File: config.mk
export PLATFORM = sky130hd
export DESIGN_NAME = memory_access
export DESIGN_NICKNAME = d
export VERILOG_FILES = /design/src/rtl/memory_access_pkg.sv /design/src/rtl/mem_lane_align.sv /design/src/rtl/memory_access.sv
export SDC_FILE = /design/constraint.sdc
export NUM_CORES = 1
export LEC_CHECK = 0
export BUFFER_PORTS_ARGS = -buffer_cell sky130_fd_sc_hd__buf_2
export CAP_MARGIN = 20
export CORE_AREA = 2 2 149 151
export DETAILED_ROUTE_END_ITERATION = 16
export DIE_AREA = 0 0 151 153
export GPL_ROUTABILITY_DRIVEN = 0
export SLEW_MARGIN = 20
export SYNTH_ARGS = -nofsm -noshare
export SYNTH_HDL_FRONTEND = slang
export SYNTH_SLANG_ARGS = --single-unit
export TNS_END_PERCENT = 50
File: constraint.sdc
create_clock -name clk -period 1.6 [get_ports clk]
set_input_delay 0.08 -clock clk [delete_from_list [all_inputs] [get_ports clk]]
set_output_delay 0.08 -clock clk [all_outputs]
set_load 0.05 [all_outputs]
File: src/rtl/memory_access_pkg.sv
// Shared encodings for the MEM stage: control codes, access sizes
// and the MEM/WB bundle.
package memory_access_pkg;

    typedef enum logic [1:0] {
        MEM_NONE  = 2'b00,
        MEM_LOAD  = 2'b01,
        MEM_STORE = 2'b10
    } mem_rw_e;

    typedef enum logic [2:0] {
        BR_NONE = 3'b000,
        BR_EQ   = 3'b001,
        BR_NE   = 3'b010,
        BR_LT   = 3'b011,
        BR_JALR = 3'b100,
        BR_GE   = 3'b101,
        BR_JAL  = 3'b110
    } mem_br_e;

    typedef enum logic [1:0] {
        WB_ALU = 2'b00,
        WB_MEM = 2'b01,
        WB_PC4 = 2'b10
    } wb_sel_e;

    typedef enum logic [2:0] {
        F3_B  = 3'b000,
        F3_H  = 3'b001,
        F3_W  = 3'b010,
        F3_BU = 3'b100,
        F3_HU = 3'b101
    } f3_size_e;

    typedef enum logic {
        S_IDLE   = 1'b0,
        S_ACCESS = 1'b1
    } mem_state_e;

    typedef struct packed {
        logic        reg_write;
        logic [4:0]  wreg;
        logic [31:0] wdata;
        logic [31:0] instr;
    } mem_wb_t;

    // EX hands over the compare result in A; bit 0 carries the LT flag.
    function automatic logic branch_taken(
        input logic [2:0]  br,
        input logic [31:0] a
    );
        logic t;
        t = 1'b0;
        unique case (br)
            BR_EQ:           t = (a == 32'd0);
            BR_NE:           t = (a != 32'd0);
            BR_LT:           t = a[0];
            BR_GE:           t = ~a[0];
            BR_JAL, BR_JALR: t = 1'b1;
            default:         t = 1'b0;
        endcase
        return t;
    endfunction

endpackage

File: src/rtl/mem_lane_align.sv
// Byte-lane steering for the data port: store enables/data,
// load extraction with extension, and alignment check.
module mem_lane_align
    import memory_access_pkg::*;
(
    input  logic [1:0]  addr_lo,
    input  logic [2:0]  funct3,
    input  logic [31:0] store_src,
    input  logic [31:0] rdata,
    output logic [3:0]  be,
    output logic [31:0] wdata,
    output logic [31:0] load_data,
    output logic        misaligned
);

    logic        is_b;
    logic        is_h;
    logic        uns;
    logic [7:0]  byte_sel;
    logic [15:0] half_sel;

    always_comb begin
        is_b = (funct3 == F3_B) || (funct3 == F3_BU);
        is_h = (funct3 == F3_H) || (funct3 == F3_HU);
        uns  = (funct3 == F3_BU) || (funct3 == F3_HU);

        byte_sel = rdata[{addr_lo, 3'b000} +: 8];
        half_sel = addr_lo[1] ? rdata[31:16] : rdata[15:0];

        be         = 4'b1111;
        wdata      = store_src;
        load_data  = rdata;
        misaligned = 1'b0;

        // Any funct3 outside the byte/half codes behaves as a word.
        unique case (1'b1)
            is_b: begin
                be        = 4'b0001 << addr_lo;
                wdata     = {4{store_src[7:0]}};
                load_data = uns ? {24'd0, byte_sel}
                                : {{24{byte_sel[7]}}, byte_sel};
            end
            is_h: begin
                be         = 4'b0011 << addr_lo;
                wdata      = {2{store_src[15:0]}};
                load_data  = uns ? {16'd0, half_sel}
                                 : {{16{half_sel[15]}}, half_sel};
                misaligned = addr_lo[0];
            end
            default: begin
                misaligned = |addr_lo;
            end
        endcase
    end

endmodule

File: src/rtl/memory_access.sv
// MEM stage: branch resolution, data-memory access FSM with
// timeout, and the MEM/WB pipeline register.
module memory_access
    import memory_access_pkg::*;
#(
    parameter int TIMEOUT_CYCLES = 255
) (
    input  logic        clk,
    input  logic        rst,
    input  logic [31:0] PCBranch_pype2,
    input  logic [31:0] PCp4_pype2,
    input  logic [31:0] ALU_co_pype,
    input  logic [31:0] read_data2_pype2,
    input  logic [4:0]  WReg_pype2,
    input  logic        RegWrite_pype2,
    input  logic [1:0]  MemtoReg_pype2,
    input  logic [1:0]  MemRW_pype2,
    input  logic [2:0]  MemBranch_pype2,
    input  logic [31:0] Instraction_pype2,
    output logic        dmem_req,
    output logic        dmem_we,
    output logic [31:0] dmem_addr,
    output logic [3:0]  dmem_be,
    output logic [31:0] dmem_wdata,
    input  logic        dmem_ready,
    input  logic [31:0] dmem_rdata,
    output logic        branch_PC_contral,
    output logic [31:0] branch_PC,
    output logic        mem_stall,
    output logic        mem_fault,
    output logic        RegWrite_pype3,
    output logic [4:0]  WReg_pype3,
    output logic [31:0] WData_pype3,
    output logic [31:0] Instraction_pype3
);

    localparam logic [7:0] TO_LAST = 8'(TIMEOUT_CYCLES - 1);

    mem_state_e  state;
    logic [7:0]  cnt;
    mem_wb_t     wb_q;
    mem_wb_t     wb_next;

    logic        mem_op;
    logic        is_store;
    logic        timeout_hit;
    logic [3:0]  lane_be;
    logic [31:0] lane_wdata;
    logic [31:0] load_data;
    logic        misaligned;

    mem_lane_align u_lane (
        .addr_lo   (ALU_co_pype[1:0]),
        .funct3    (Instraction_pype2[14:12]),
        .store_src (read_data2_pype2),
        .rdata     (dmem_rdata),
        .be        (lane_be),
        .wdata     (lane_wdata),
        .load_data (load_data),
        .misaligned(misaligned)
    );

    assign is_store    = (MemRW_pype2 == MEM_STORE);
    assign mem_op      = is_store || (MemRW_pype2 == MEM_LOAD);
    assign timeout_hit = (cnt == TO_LAST);

    always_comb begin
        mem_stall = 1'b0;
        unique case (state)
            S_IDLE:   mem_stall = mem_op && !misaligned;
            S_ACCESS: mem_stall = !dmem_ready && !timeout_hit;
        endcase
    end

    assign branch_PC         = PCBranch_pype2;
    assign branch_PC_contral = branch_taken(MemBranch_pype2, ALU_co_pype)
                               && !mem_stall;

    // EX/MEM is frozen during ACCESS, so lane data can come straight off it.
    assign dmem_addr  = {ALU_co_pype[31:2], 2'b00};
    assign dmem_we    = dmem_req && is_store;
    assign dmem_be    = dmem_req ? lane_be : 4'b0000;
    assign dmem_wdata = dmem_we ? lane_wdata : 32'd0;

    always_comb begin
        wb_next           = '0;
        wb_next.reg_write = RegWrite_pype2 && !is_store;
        wb_next.wreg      = WReg_pype2;
        wb_next.instr     = Instraction_pype2;
        unique case (MemtoReg_pype2)
            WB_ALU:  wb_next.wdata = ALU_co_pype;
            WB_MEM:  wb_next.wdata = load_data;
            WB_PC4:  wb_next.wdata = PCp4_pype2;
            default: wb_next.wdata = 32'd0;
        endcase
    end

    always_ff @(posedge clk) begin
        if (rst) begin
            state     <= S_IDLE;
            cnt       <= 8'd0;
            dmem_req  <= 1'b0;
            mem_fault <= 1'b0;
            wb_q      <= '0;
        end else begin
            mem_fault <= 1'b0;
            unique case (state)
                S_IDLE: begin
                    cnt <= 8'd0;
                    if (mem_op && misaligned) begin
                        mem_fault <= 1'b1;
                        wb_q      <= '0;
                    end else if (mem_op) begin
                        state    <= S_ACCESS;
                        dmem_req <= 1'b1;
                        wb_q     <= '0;
                    end else begin
                        wb_q <= wb_next;
                    end
                end
                S_ACCESS: begin
                    if (dmem_ready) begin
                        state    <= S_IDLE;
                        dmem_req <= 1'b0;
                        cnt      <= 8'd0;
                        wb_q     <= wb_next;
                    end else if (timeout_hit) begin
                        state     <= S_IDLE;
                        dmem_req  <= 1'b0;
                        cnt       <= 8'd0;
                        mem_fault <= 1'b1;
                        wb_q      <= '0;
                    end else begin
                        cnt  <= cnt + 8'd1;
                        wb_q <= '0;
                    end
                end
            endcase
        end
    end

    assign RegWrite_pype3    = wb_q.reg_write;
    assign WReg_pype3        = wb_q.wreg;
    assign WData_pype3       = wb_q.wdata;
    assign Instraction_pype3 = wb_q.instr;

endmodule

==> summary.json, run 1 <==
{
  "drt.antenna.violating_nets": 0,
  "die_width_um": 151,
  "failed_checks": "negative setup slack",
  "run_status": "finished, violations left",
  "floorplan.die_area_um2": 23100,
  "core_region_area_um2": 21500,
  "io_buffers": 316,
  "cts-htree-levels": 3,
  "pin_count_of_the_biggest_net_entering_global_routing": 38,
  "final-hold-violation-count": 0,
  "grt_pass1_wl_um": 29800,
  "ir_drop_mv": 0.504,
  "cts_tree": "built",
  "clk_root_buffer_cell": "sky130_fd_sc_hd__clkbuf_16",
  "drive_gt1_share_pct": 56.4,
  "yosysTopAreaCellShare_pct": 34.2,
  "clock.fmax_mhz": 551,
  "layout.filler_cells": 2253,
  "residual_drc_count": 0,
  "postSynthRegisterBits": 81,
  "rsz_0062_raised_after_global_routing": "true",
  "fin_nets": 1099,
  "place_inst": 1113,
  "fin_skew_ns": 0.00566,
  "reported_leakage_power_uw": 0.00382,
  "iteration_0_drc_markers": 172,
  "total_routed_wire_length_on_the_met1_layer_um": 7980,
  "yosys.cell_types.count": 47,
  "clock_insertion_delay_worst_skew_ns": 0.33,
  "area_of_the_mapped_netlist_um2": 4740,
  "grt_antenna_before_repair": 3,
  "die_height_um": 153,
  "synth.top_cells.by_area": "sky130_fd_sc_hd__dfxtp_1 34%, sky130_fd_sc_hd__buf_4 11%, sky130_fd_sc_hd__mux2i_1 7.0%",
  "cts_buffers": 9,
  "cp-end-kind": "output pin",
  "grt_remaining_overflow": 0,
  "areaGrowthSynthToFinish_pct": 62.1,
  "hold_path_class": "primary input to flop",
  "drt_pre_antenna_iters": 7,
  "worst-endpoint-required_ns": 1.52,
  "detailroute.wirelength.met2_um": 10600,
  "initial_core_util_pct": 22.1,
  "timing.final.max_slew_violations": 0,
  "highest-signal-layer": "met5",
  "detail_route.wirelength_um": 20700,
  "synth-edff-count": 0,
  "count_of_max_cap_constraint_violations": 0,
  "synthFlopType": "sky130_fd_sc_hd__dfxtp_1",
  "clock-sinks": 81,
  "ys_warn_count": 0,
  "dr_total_vias": 5258,
  "fin_cells": 1175,
  "layout_setup_ws_ns": -0.216,
  "vias_per_cell": 4.47,
  "netlist_instances": 541,
  "via_count_of_the_first_global_routing_pass": 5209,
  "cp_data_arrival_time_ns": 1.74,
  "max-clock-path-buffers": 2,
  "crit_path_start_kind": "flop",
  "rows": 54,
  "clk_transition_reported_paths_ns": 0.07,
  "async_reset_ff_share_pct": 0,
  "post-dp-hpwl_um": 16700,
  "synthesis.area_per_instance_um2": 8.77,
  "power.total_uw": 6400,
  "io-pin-count": 383,
  "setup_viol_count_final": 10,
  "critical_path_class": "flop to output pin",
  "wl_met3_um": 1580,
  "post-route-period-util_pct": 113,
  "wire_per_inst_um": 17.7,
  "combined_global_route_utilization_of_all_metal_layers_pct": 17.1,
  "ys_seq_area_share_pct": 34.2,
  "finalCriticalPeriod_ns": 1.82,
  "synth_largest_area_cell": "sky130_fd_sc_hd__dfxtp_1",
  "crit_fanout": 3,
  "power_per_cell_area_nw_per_um2": 832,
  "reg2reg_slack_ns": -0.14
}
## cell usage in the layout, fill, tap and decap left out, types with 8 or more instances in the layout
master,netlist,final
sky130_fd_sc_hd__a21oi_1,29,25
sky130_fd_sc_hd__a221o_2,10,10
sky130_fd_sc_hd__a221oi_1,11,10
sky130_fd_sc_hd__and2_1,39,38
sky130_fd_sc_hd__and3_1,12,11
sky130_fd_sc_hd__buf_2,7,312
sky130_fd_sc_hd__buf_4,68,77
sky130_fd_sc_hd__clkbuf_16,0,9
sky130_fd_sc_hd__dfxtp_1,81,77
sky130_fd_sc_hd__dlygate4sd3_1,0,38
sky130_fd_sc_hd__inv_1,20,19
sky130_fd_sc_hd__mux2_2,20,20
sky130_fd_sc_hd__mux2i_1,33,32
sky130_fd_sc_hd__nand2_1,27,25
sky130_fd_sc_hd__nor2_1,48,29
sky130_fd_sc_hd__nor2_4,0,14
sky130_fd_sc_hd__nor2b_1,8,8
sky130_fd_sc_hd__o21ai_0,14,14
sky130_fd_sc_hd__or2_2,8,8
## power breakdown
group / switching (µW) / leakage, µW / internal [µW] / total (µW)
sequential: 31.5 / 0.000665 / 2130 / 2160
combinational: 1310 / 0.00301 / 752 / 2070
clock: 926 / 0.000147 / 1240 / 2170
## final cells by class
| cell class | count | area, µm² | share of cell area, % |
|---|---|---|---|
| tap | 280 | 350 | 4.56 |
| inverter | 20 | 75.1 | 0.976 |
| multi-input combinational | 339 | 2660 | 34.5 |
| sequential | 81 | 1630 | 21.2 |
| antenna | 2 | 5.00 | 0.0651 |
| clock buffer | 9 | 225 | 2.93 |
| clock inverter | 7 | 85.1 | 1.11 |
| timing repair buffer | 437 | 2660 | 34.6 |
## worst max-delay path, stage by stage, from the launching register on
cell                      delay, ns
sky130_fd_sc_hd__dfxtp_2       0.32
sky130_fd_sc_hd__inv_2         0.05
sky130_fd_sc_hd__ha_4          0.11
sky130_fd_sc_hd__and2_4        0.12
sky130_fd_sc_hd__and4_4        0.25
sky130_fd_sc_hd__nor2_4        0.05
sky130_fd_sc_hd__a21oi_4       0.15
sky130_fd_sc_hd__o31a_1        0.17
sky130_fd_sc_hd__buf_6         0.16
## kinds of logic after synthesis
| kind of cell | share of synthesized area (%) |
|---|---|
| XOR/XNOR | 1.11 |
| buffers and inverters | 15.4 |
| adder cells (fa/ha/maj) | 0.791 |
| multiplexers | 14.9 |
| AND/OR/NAND/NOR | 18.5 |
| flip-flops | 34.2 |
| AO/OA/AOI/OAI | 15.1 |
| other | 0.0790 |
## cell usage after synthesis, drive strengths merged (11+ instances only)
cell type and instances:
buf 81, dfxtp 81, nor2 48, and2 39, mux2i 33, a21oi 29
nand2 27, clkbuf 21, mux2 21, inv 20, a221o 17, o21ai 14
and3 12, a221oi 11
## stage by stage
step / hold WS (ns) / setup TNS [ns] / util, % / setup WS (ns) / cell area [µm²]
6_report: 0.0116 / -1.44 / 35.8 / -0.216 / 7690
4_1_cts: 0.00136 / -0.732 / 35.3 / -0.243 / 7580
2_1_floorplan: 0.152 / -1.78 / - / -0.100 / 4880
3_3_place_gp: 0.160 / -11.27 / 31.6 / -0.593 / 6780
3_5_place_dp: 0.160 / -11.83 / 31.6 / -0.598 / 6780
5_1_grt: 0.00206 / -2.43 / 35.8 / -0.304 / 7690
## registers in the layout, summed over array words and instances (netlist names)
name,cells
Instraction_pype3,32
RegWrite_pype3,1
WData_pype3,32
WReg_pype3,5
cnt,8
dmem_req,1
mem_fault,1
state,1
## worst paths after layout
check                           end      startpoint  depth (start not counted)
hold reg to reg              cnt[4]          cnt[4]                          2
setup / recovery  branch_PC_contral          cnt[0]                          8
hold / removal      WData_pype3[20]  dmem_rdata[20]                          2
setup reg to reg             cnt[1]          cnt[0]                         10
## routing by layer
layer  vias up  GRT usage, %
li1       2524             -
met1      2440          19.6
met2       230          30.8
met3        62          3.49
met4         2          6.94
met5         -             0
## what timing repair did
action	CTS	global route
gates cloned	0	0
resized for setup	22	16
hold buffers	37	1
setup buffers	4	2
pin swaps	11	4
endpoints found under the setup margin	28	23
hold endpoints to repair	37	1
(Power assumes the default switching activity.)
==> inputs of run 2 (changes only) <==
--- a/config.mk
+++ b/config.mk
@@ -7,12 +7,15 @@
 export LEC_CHECK = 0
 export BUFFER_PORTS_ARGS = -buffer_cell sky130_fd_sc_hd__buf_2
 export CAP_MARGIN = 20
-export CORE_AREA = 2 2 149 151
+export CELL_PAD_IN_SITES_DETAIL_PLACEMENT = 0
+export CELL_PAD_IN_SITES_GLOBAL_PLACEMENT = 1
+export CORE_ASPECT_RATIO = 0.75
+export CORE_UTILIZATION = 24
 export DETAILED_ROUTE_END_ITERATION = 16
-export DIE_AREA = 0 0 151 153
 export GPL_ROUTABILITY_DRIVEN = 0
+export PLACE_DENSITY_LB_ADDON = 0.1
 export SLEW_MARGIN = 20
 export SYNTH_ARGS = -nofsm -noshare
 export SYNTH_HDL_FRONTEND = slang
 export SYNTH_SLANG_ARGS = --single-unit
-export TNS_END_PERCENT = 50
+export TNS_END_PERCENT = 5
==> run 2 against run 1 <==
The flow still finishes with violations (negative setup slack). First-iteration DRC count is 55% higher. Clock power increased by 7%. Sequential cell count unchanged. Critical endpoint unchanged. Via count shrank 0.40%. Non-clock buffer count increased by 7. Sequential share of layout area hardly changed. Routed wire length down 3.4%. Global-route usage is 1.6 points higher. Highest routed layer is now met4.
==> summary.json, run 2 (synthesized netlist as in run 1, its figures left out) <==
{
  "drive_gt1_share_pct": 55.2,
  "cp-end-kind": "output pin",
  "worst-endpoint-required_ns": 1.52,
  "wire_per_inst_um": 17.4,
  "p_switching_uw": 2260,
  "pwr-share-clk_pct": 35.5,
  "io-pin-count": 383,
  "drt.antenna.violating_nets": 0,
  "fin_skew_ns": 0.00550,
  "internal_dissipation_uw": 4290,
  "detail_route.wirelength_um": 20000,
  "iteration_0_drc_markers": 266,
  "final_hold_slack_ns": 0.00992,
  "r2r_start": "state",
  "critical_path_class": "flop to output pin",
  "reg2reg_depth": 6,
  "timing.critical_path.to": "branch_PC_contral",
  "post-dp-hpwl_um": 16300,
  "rows": 44,
  "crit-reg2reg-capture": "WData_pype3[25]",
  "timing.final.max_slew_violations": 0,
  "layout.core_utilization_pct": 39.5,
  "floorplan.die_area_um2": 20300,
  "grt_remaining_overflow": 0,
  "io_buffers": 316,
  "max-clock-path-buffers": 2,
  "grt_antenna_before_repair": 0,
  "cts_buffers": 9,
  "most-common-layout-cells": "314 x sky130_fd_sc_hd__buf_2, 79 x sky130_fd_sc_hd__dfxtp_1, 79 x sky130_fd_sc_hd__buf_4",
  "clk_transition_reported_paths_ns": 0.06,
  "clock.fmax_mhz": 560,
  "clk_root_buffer_cell": "sky130_fd_sc_hd__clkbuf_16",
  "finalCriticalPeriod_ns": 1.79,
  "power_per_cell_area_nw_per_um2": 856,
  "hold_path.startpoint": "dmem_rdata[19]",
  "hold_path_class": "primary input to flop",
  "initial_core_util_pct": 24.5,
  "residual_drc_count": 0,
  "cts-htree-levels": 3,
  "run_status": "finished, violations left",
  "failed_checks": "negative setup slack",
  "post-route-period-util_pct": 112,
  "cts_tree": "built",
  "setup_viol_count_final": 18,
  "areaGrowthSynthToFinish_pct": 61.4,
  "core_region_area_um2": 19400,
  "worstHoldPathCells": 2,
  "die_width_um": 164,
  "rsz_0062_raised_after_global_routing": "true",
  "ir_drop_mv": 0.508,
  "pin_count_of_the_biggest_net_entering_global_routing": 38,
  "combined_global_route_utilization_of_all_metal_layers_pct": 18.8,
  "crit_fanout": 3,
  "layout_setup_ws_ns": -0.187,
  "die_height_um": 124,
  "vias_per_cell": 4.54,
  "share_seq_of_total_power_pct": 32.9,
  "timing.critical_path.from": "cnt[0]",
  "clock-sinks": 81,
  "clock_insertion_delay_worst_skew_ns": 0.35,
  "drt_pre_antenna_iters": 5,
  "final-hold-violation-count": 0,
  "reported_leakage_power_uw": 0.00387,
  "diodes": 0,
  "dr_total_vias": 5237,
  "comb_power_share_pct": 31.5,
  "reg2reg_slack_ns": -0.07,
  "crit_path_start_kind": "flop",
  "final_common_cell": "sky130_fd_sc_hd__buf_2",
  "grt_pass1_wl_um": 28600,
  "count_of_max_cap_constraint_violations": 0,
  "via_count_of_the_first_global_routing_pass": 5123,
  "cp_data_arrival_time_ns": 1.71,
  "power.switching_fraction_pct": 34.5,
  "fin_nets": 1106
}
==> run 2: cell count changes in the layout (fill, tap and decap cells not counted), sizes merged <==
cell,previous run,this run
bufinv,1,2
dlygate4sd3,38,45
buf,398,399
clkinv,0,1
diode,2,0
clkbuf,10,9
clkinvlp,2,0
==> run 2: area by class of cell <==
type | count | area [µm²]
Fill cell | 2011 | 11700
Timing Repair Buffer | 444 | 2720
Multi-Input combinational cell | 339 | 2590
Sequential cell | 81 | 1620
Tap cell | 253 | 317
Clock buffer | 9 | 225
Clock inverter | 7 | 109
Inverter | 20 | 75.1
==> run 2: worst min-delay path by stage <==
stage                       to
6_report       WData_pype3[19]
5_1_grt        WData_pype3[19]
4_1_cts        WData_pype3[17]
3_5_place_dp     branch_PC[10]
3_3_place_gp     branch_PC[10]
2_1_floorplan        mem_fault
==> run 2: power by group through the flow <==
stage	logic [µW]	clock network (µW)	registers, µW
2_1_floorplan	1060	0	2600
3_3_place_gp	1940	0	2200
3_5_place_dp	1950	0	2210
4_1_cts	2070	2400	2160
5_1_grt	2190	2480	2170
6_report	2070	2330	2160
==> run 2: worst max-delay path, stage by stage, from the launching register on <==
cell and delay [ns]:
sky130_fd_sc_hd__dfxtp_2 0.32, sky130_fd_sc_hd__inv_2 0.06, sky130_fd_sc_hd__ha_4 0.11, sky130_fd_sc_hd__and2_4 0.12, sky130_fd_sc_hd__and4_4 0.22, sky130_fd_sc_hd__nor2_4 0.04, sky130_fd_sc_hd__a21oi_4 0.16, sky130_fd_sc_hd__o31a_1 0.17
sky130_fd_sc_hd__buf_6 0.16
==> run 2: metal layers <==
layer	vias up	global-route usage, %	wire [µm]
met5	-	0	0
met4	0	5.56	328
met3	40	4.63	1530
li1	2536	-	-
met2	220	32.2	9550
met1	2441	23.2	8630
==> run 2: what timing repair did <==
action / CTS / global route
setup buffers: 3 / 0
hold buffers: 45 / 0
pin swaps: 4 / 6
resized for setup: 15 / 10
endpoints found under the hold margin: 45 / 0
endpoints found under the setup margin: 27 / 30
==> run 2: through the flow <==
step	setup slack [ns]	instance area [µm²]	TNS (ns)	std cells	power (µW)
6_report	-0.187	7660	-0.976	1153	6550
5_1_grt	-0.278	7660	-2.63	1153	6840
3_5_place_dp	-0.212	6760	-4.47	1089	4150
3_3_place_gp	-0.285	6760	-3.33	1089	4150
2_1_floorplan	-0.200	4860	-5.15	542	3660
4_1_cts	-0.230	7610	-1.57	1153	6630
==> inputs of run 3 (changes only) <==
--- a/config.mk
+++ b/config.mk
@@ -5,12 +5,13 @@
 export SDC_FILE = /design/constraint.sdc
 export NUM_CORES = 1
 export LEC_CHECK = 0
+export ABC_AREA = 1
 export BUFFER_PORTS_ARGS = -buffer_cell sky130_fd_sc_hd__buf_2
 export CAP_MARGIN = 20
 export CELL_PAD_IN_SITES_DETAIL_PLACEMENT = 0
 export CELL_PAD_IN_SITES_GLOBAL_PLACEMENT = 1
 export CORE_ASPECT_RATIO = 0.75
-export CORE_UTILIZATION = 24
+export CORE_UTILIZATION = 23
 export DETAILED_ROUTE_END_ITERATION = 16
 export GPL_ROUTABILITY_DRIVEN = 0
 export PLACE_DENSITY_LB_ADDON = 0.1
==> run 3 against run 2 <==
The run still ends with negative setup slack left. Via count grew 15%. Power shrank 2.3%. Sequential share of layout area grew 0.13 points. Register-to-register slack gained 0.18 ns. Fmax grew 8.8%. Critical path depth shrank 1. Highest routed layer is now met5.
==> summary.json, run 3 <==
{
  "run_status": "finished, violations left",
  "failed_checks": "negative setup slack",
  "rows": 46,
  "final_hold_slack_ns": 0.0693,
  "hold_path_class": "primary input to flop",
  "area_of_the_mapped_netlist_um2": 4970,
  "cts_buffers": 9,
  "reg2reg_depth": 6,
  "clock_insertion_delay_worst_skew_ns": 0.35,
  "rsz_0062_raised_after_global_routing": "true",
  "synthesis.area_per_instance_um2": 6.23,
  "fin_skew_ns": 0.0117,
  "cp-end-kind": "output pin",
  "whs_endpoint": "dmem_req",
  "post-route-period-util_pct": 103,
  "grt_antenna_before_repair": 8,
  "setup_viol_count_final": 2,
  "final.setup.tns_ns": -0.0439,
  "async_reset_ff_share_pct": 0,
  "final_common_cell": "sky130_fd_sc_hd__buf_2",
  "final_standard_cell_area_without_fillers_um2": 7640,
  "postSynthRegisterBits": 81,
  "die_height_um": 129,
  "ys_seq_area_share_pct": 32.6,
  "worstHoldPathCells": 4,
  "finalCriticalPeriod_ns": 1.64,
  "io_buffers": 316,
  "yosys.cell_types.count": 24,
  "clk_root_buffer_cell": "sky130_fd_sc_hd__clkbuf_16",
  "netlist_instances": 798,
  "die_width_um": 172,
  "grt_remaining_overflow": 0,
  "post-dp-hpwl_um": 16800,
  "worst-endpoint-required_ns": 1.52,
  "synthFlopType": "sky130_fd_sc_hd__dfxtp_1",
  "critical_path_class": "flop to output pin",
  "crit_fanout": 3,
  "dr_total_vias": 6016,
  "cts-htree-levels": 3,
  "layout_setup_ws_ns": -0.0423,
  "final-hold-violation-count": 0,
  "reported_leakage_power_uw": 0.00410,
  "drt_pre_antenna_iters": 4,
  "pin_count_of_the_biggest_net_entering_global_routing": 55,
  "via_count_of_the_first_global_routing_pass": 5615,
  "synth_largest_area_cell": "sky130_fd_sc_hd__dfxtp_1",
  "dpl_cell_area_um2": 6720,
  "cp_data_arrival_time_ns": 1.56,
  "floorplan.die_area_um2": 22200,
  "detail_route.wirelength_um": 21300,
  "yosysTopAreaCellShare_pct": 32.6,
  "ys_top_cells_by_count": "126 x sky130_fd_sc_hd__nor2_1, 118 x sky130_fd_sc_hd__inv_1, 110 x sky130_fd_sc_hd__nand2_1, 88 x sky130_fd_sc_hd__nand3_1, 81 x sky130_fd_sc_hd__dfxtp_1",
  "crit-reg2reg-capture": "WData_pype3[30]",
  "ir_drop_mv": 0.609,
  "drive_gt1_share_pct": 38.4,
  "timing.final.max_slew_violations": 0,
  "combined_global_route_utilization_of_all_metal_layers_pct": 18.7,
  "drt.antenna.violating_nets": 0,
  "power_per_cell_area_nw_per_um2": 838,
  "synth.top_cells.by_area": "sky130_fd_sc_hd__dfxtp_1 33%, sky130_fd_sc_hd__buf_4 9.8%, sky130_fd_sc_hd__nor2_1 9.5%",
  "post-synth-top-count-cell": "sky130_fd_sc_hd__nor2_1",
  "vias_per_cell": 4.30,
  "clock-sinks": 81,
  "most-common-layout-cells": "292 x sky130_fd_sc_hd__buf_2, 121 x sky130_fd_sc_hd__nor2_1, 116 x sky130_fd_sc_hd__inv_1",
  "clk_transition_reported_paths_ns": 0.07,
  "count_of_max_cap_constraint_violations": 0,
  "io-pin-count": 383,
  "iteration_0_drc_markers": 278,
  "cts_tree": "built",
  "fin_nets": 1311,
  "areaGrowthSynthToFinish_pct": 53.7,
  "r2r_start": "state",
  "synth-edff-count": 0,
  "wire_per_inst_um": 15.2,
  "clock.fmax_mhz": 609,
  "max-clock-path-buffers": 2,
  "ys_warn_count": 0,
  "crit_path_start_kind": "flop",
  "core_region_area_um2": 21200,
  "grt_pass1_wl_um": 31500,
  "initial_core_util_pct": 23.5,
  "hold_path.startpoint": "dmem_ready",
  "residual_drc_count": 0,
  "reg2reg_slack_ns": 0.11
}
## run 3: cell count changes in the layout (fill, tap and decap cells not counted), moves of 35 or more
cell,previous run,this run
sky130_fd_sc_hd__buf_4,79,40
sky130_fd_sc_hd__inv_1,19,116
sky130_fd_sc_hd__and2_1,38,0
sky130_fd_sc_hd__nor2_1,30,121
sky130_fd_sc_hd__nand3_1,6,87
sky130_fd_sc_hd__a21oi_1,25,60
sky130_fd_sc_hd__nand2_1,26,106
## run 3: metal layers
layer | part of all wire [%] | routed length, µm | global-route usage [%] | up-vias
met1 | 46 | 9800 | 24.4 | 2726
met5 | 0.11 | 24 | 0 | -
li1 | - | - | - | 3052
met4 | 1.3 | 274 | 3.90 | 4
met3 | 7.7 | 1640 | 6.20 | 31
met2 | 45 | 9560 | 30.1 | 203
## run 3: cell type report
cell class	count	area, µm²
Tap cell	288	360
Timing Repair Buffer	392	2430
Multi-Input combinational cell	493	2420
Clock inverter	7	85.1
Sequential cell	81	1630
Fill cell	2383	13500
Clock buffer	9	225
Inverter	122	460
Antenna cell	6	15.0
Timing Repair inverter	1	7.51
## run 3: report_power, final
group          internal [µW]  leakage (µW)  switching, µW  total [µW]
clock                   1250      0.000153            976        2220
combinational            643       0.00328           1380        2020
sequential              2130      0.000665           29.7        2150
total                   4020       0.00410           2390        6400
## run 3: what timing repair did
item	CTS	global route
setup buffers	2	4
hold buffers	37	0
gates resized for setup	40	25
pin swaps	8	6
endpoints found under the setup margin	24	52
cloned	0	1
endpoints found under the hold margin	38	0
## run 3: logic make-up (layout without fill, tap and decap cells)
| logic type | count (synthesis) | count (layout) | synth area share (%) |
|---|---|---|---|
| xor+xnor | 2 | 2 | 0.352 |
| flops | 81 | 81 | 32.6 |
| compound gates | 135 | 135 | 14.0 |
| fa+ha+maj | 3 | 3 | 0.755 |
| other cells | 1 | 8 | 0.0754 |
| simple gates | 351 | 351 | 30.0 |
| buf+inv | 225 | 531 | 22.1 |
## run 3: worst max path at each step
| stage | start | to | slack [ns] |
|---|---|---|---|
| floorplan | dmem_req | dmem_wdata[22] | -0.17 |
| global placement | ALU_co_pype[0] | branch_PC_contral | -0.20 |
| detailed placement | ALU_co_pype[0] | branch_PC_contral | -0.21 |
| CTS | cnt[5] | branch_PC_contral | -0.05 |
| global route | cnt[5] | branch_PC_contral | -0.09 |
| finish | cnt[5] | branch_PC_contral | -0.04 |
## run 3: through the flow
step	setup WS, ns	util [%]	power [µW]	cells
floorplan	-0.172	-	3680	799
finish	-0.0423	36.1	6400	1399
global placement	-0.197	31.7	4130	1333
detailed placement	-0.210	31.7	4110	1333
CTS	-0.0483	35.6	6470	1388
global route	-0.0890	36.0	6740	1397
## run 3: worst max-delay path: stages (launching register included)
cell and delay [ns]:
sky130_fd_sc_hd__dfxtp_2 0.34, sky130_fd_sc_hd__nand2_2 0.07, sky130_fd_sc_hd__nor3_4 0.20, sky130_fd_sc_hd__nand3_2 0.10, sky130_fd_sc_hd__nand2_2 0.11, sky130_fd_sc_hd__nand2_4 0.07, sky130_fd_sc_hd__nor2_4 0.15, sky130_fd_sc_hd__buf_6 0.17
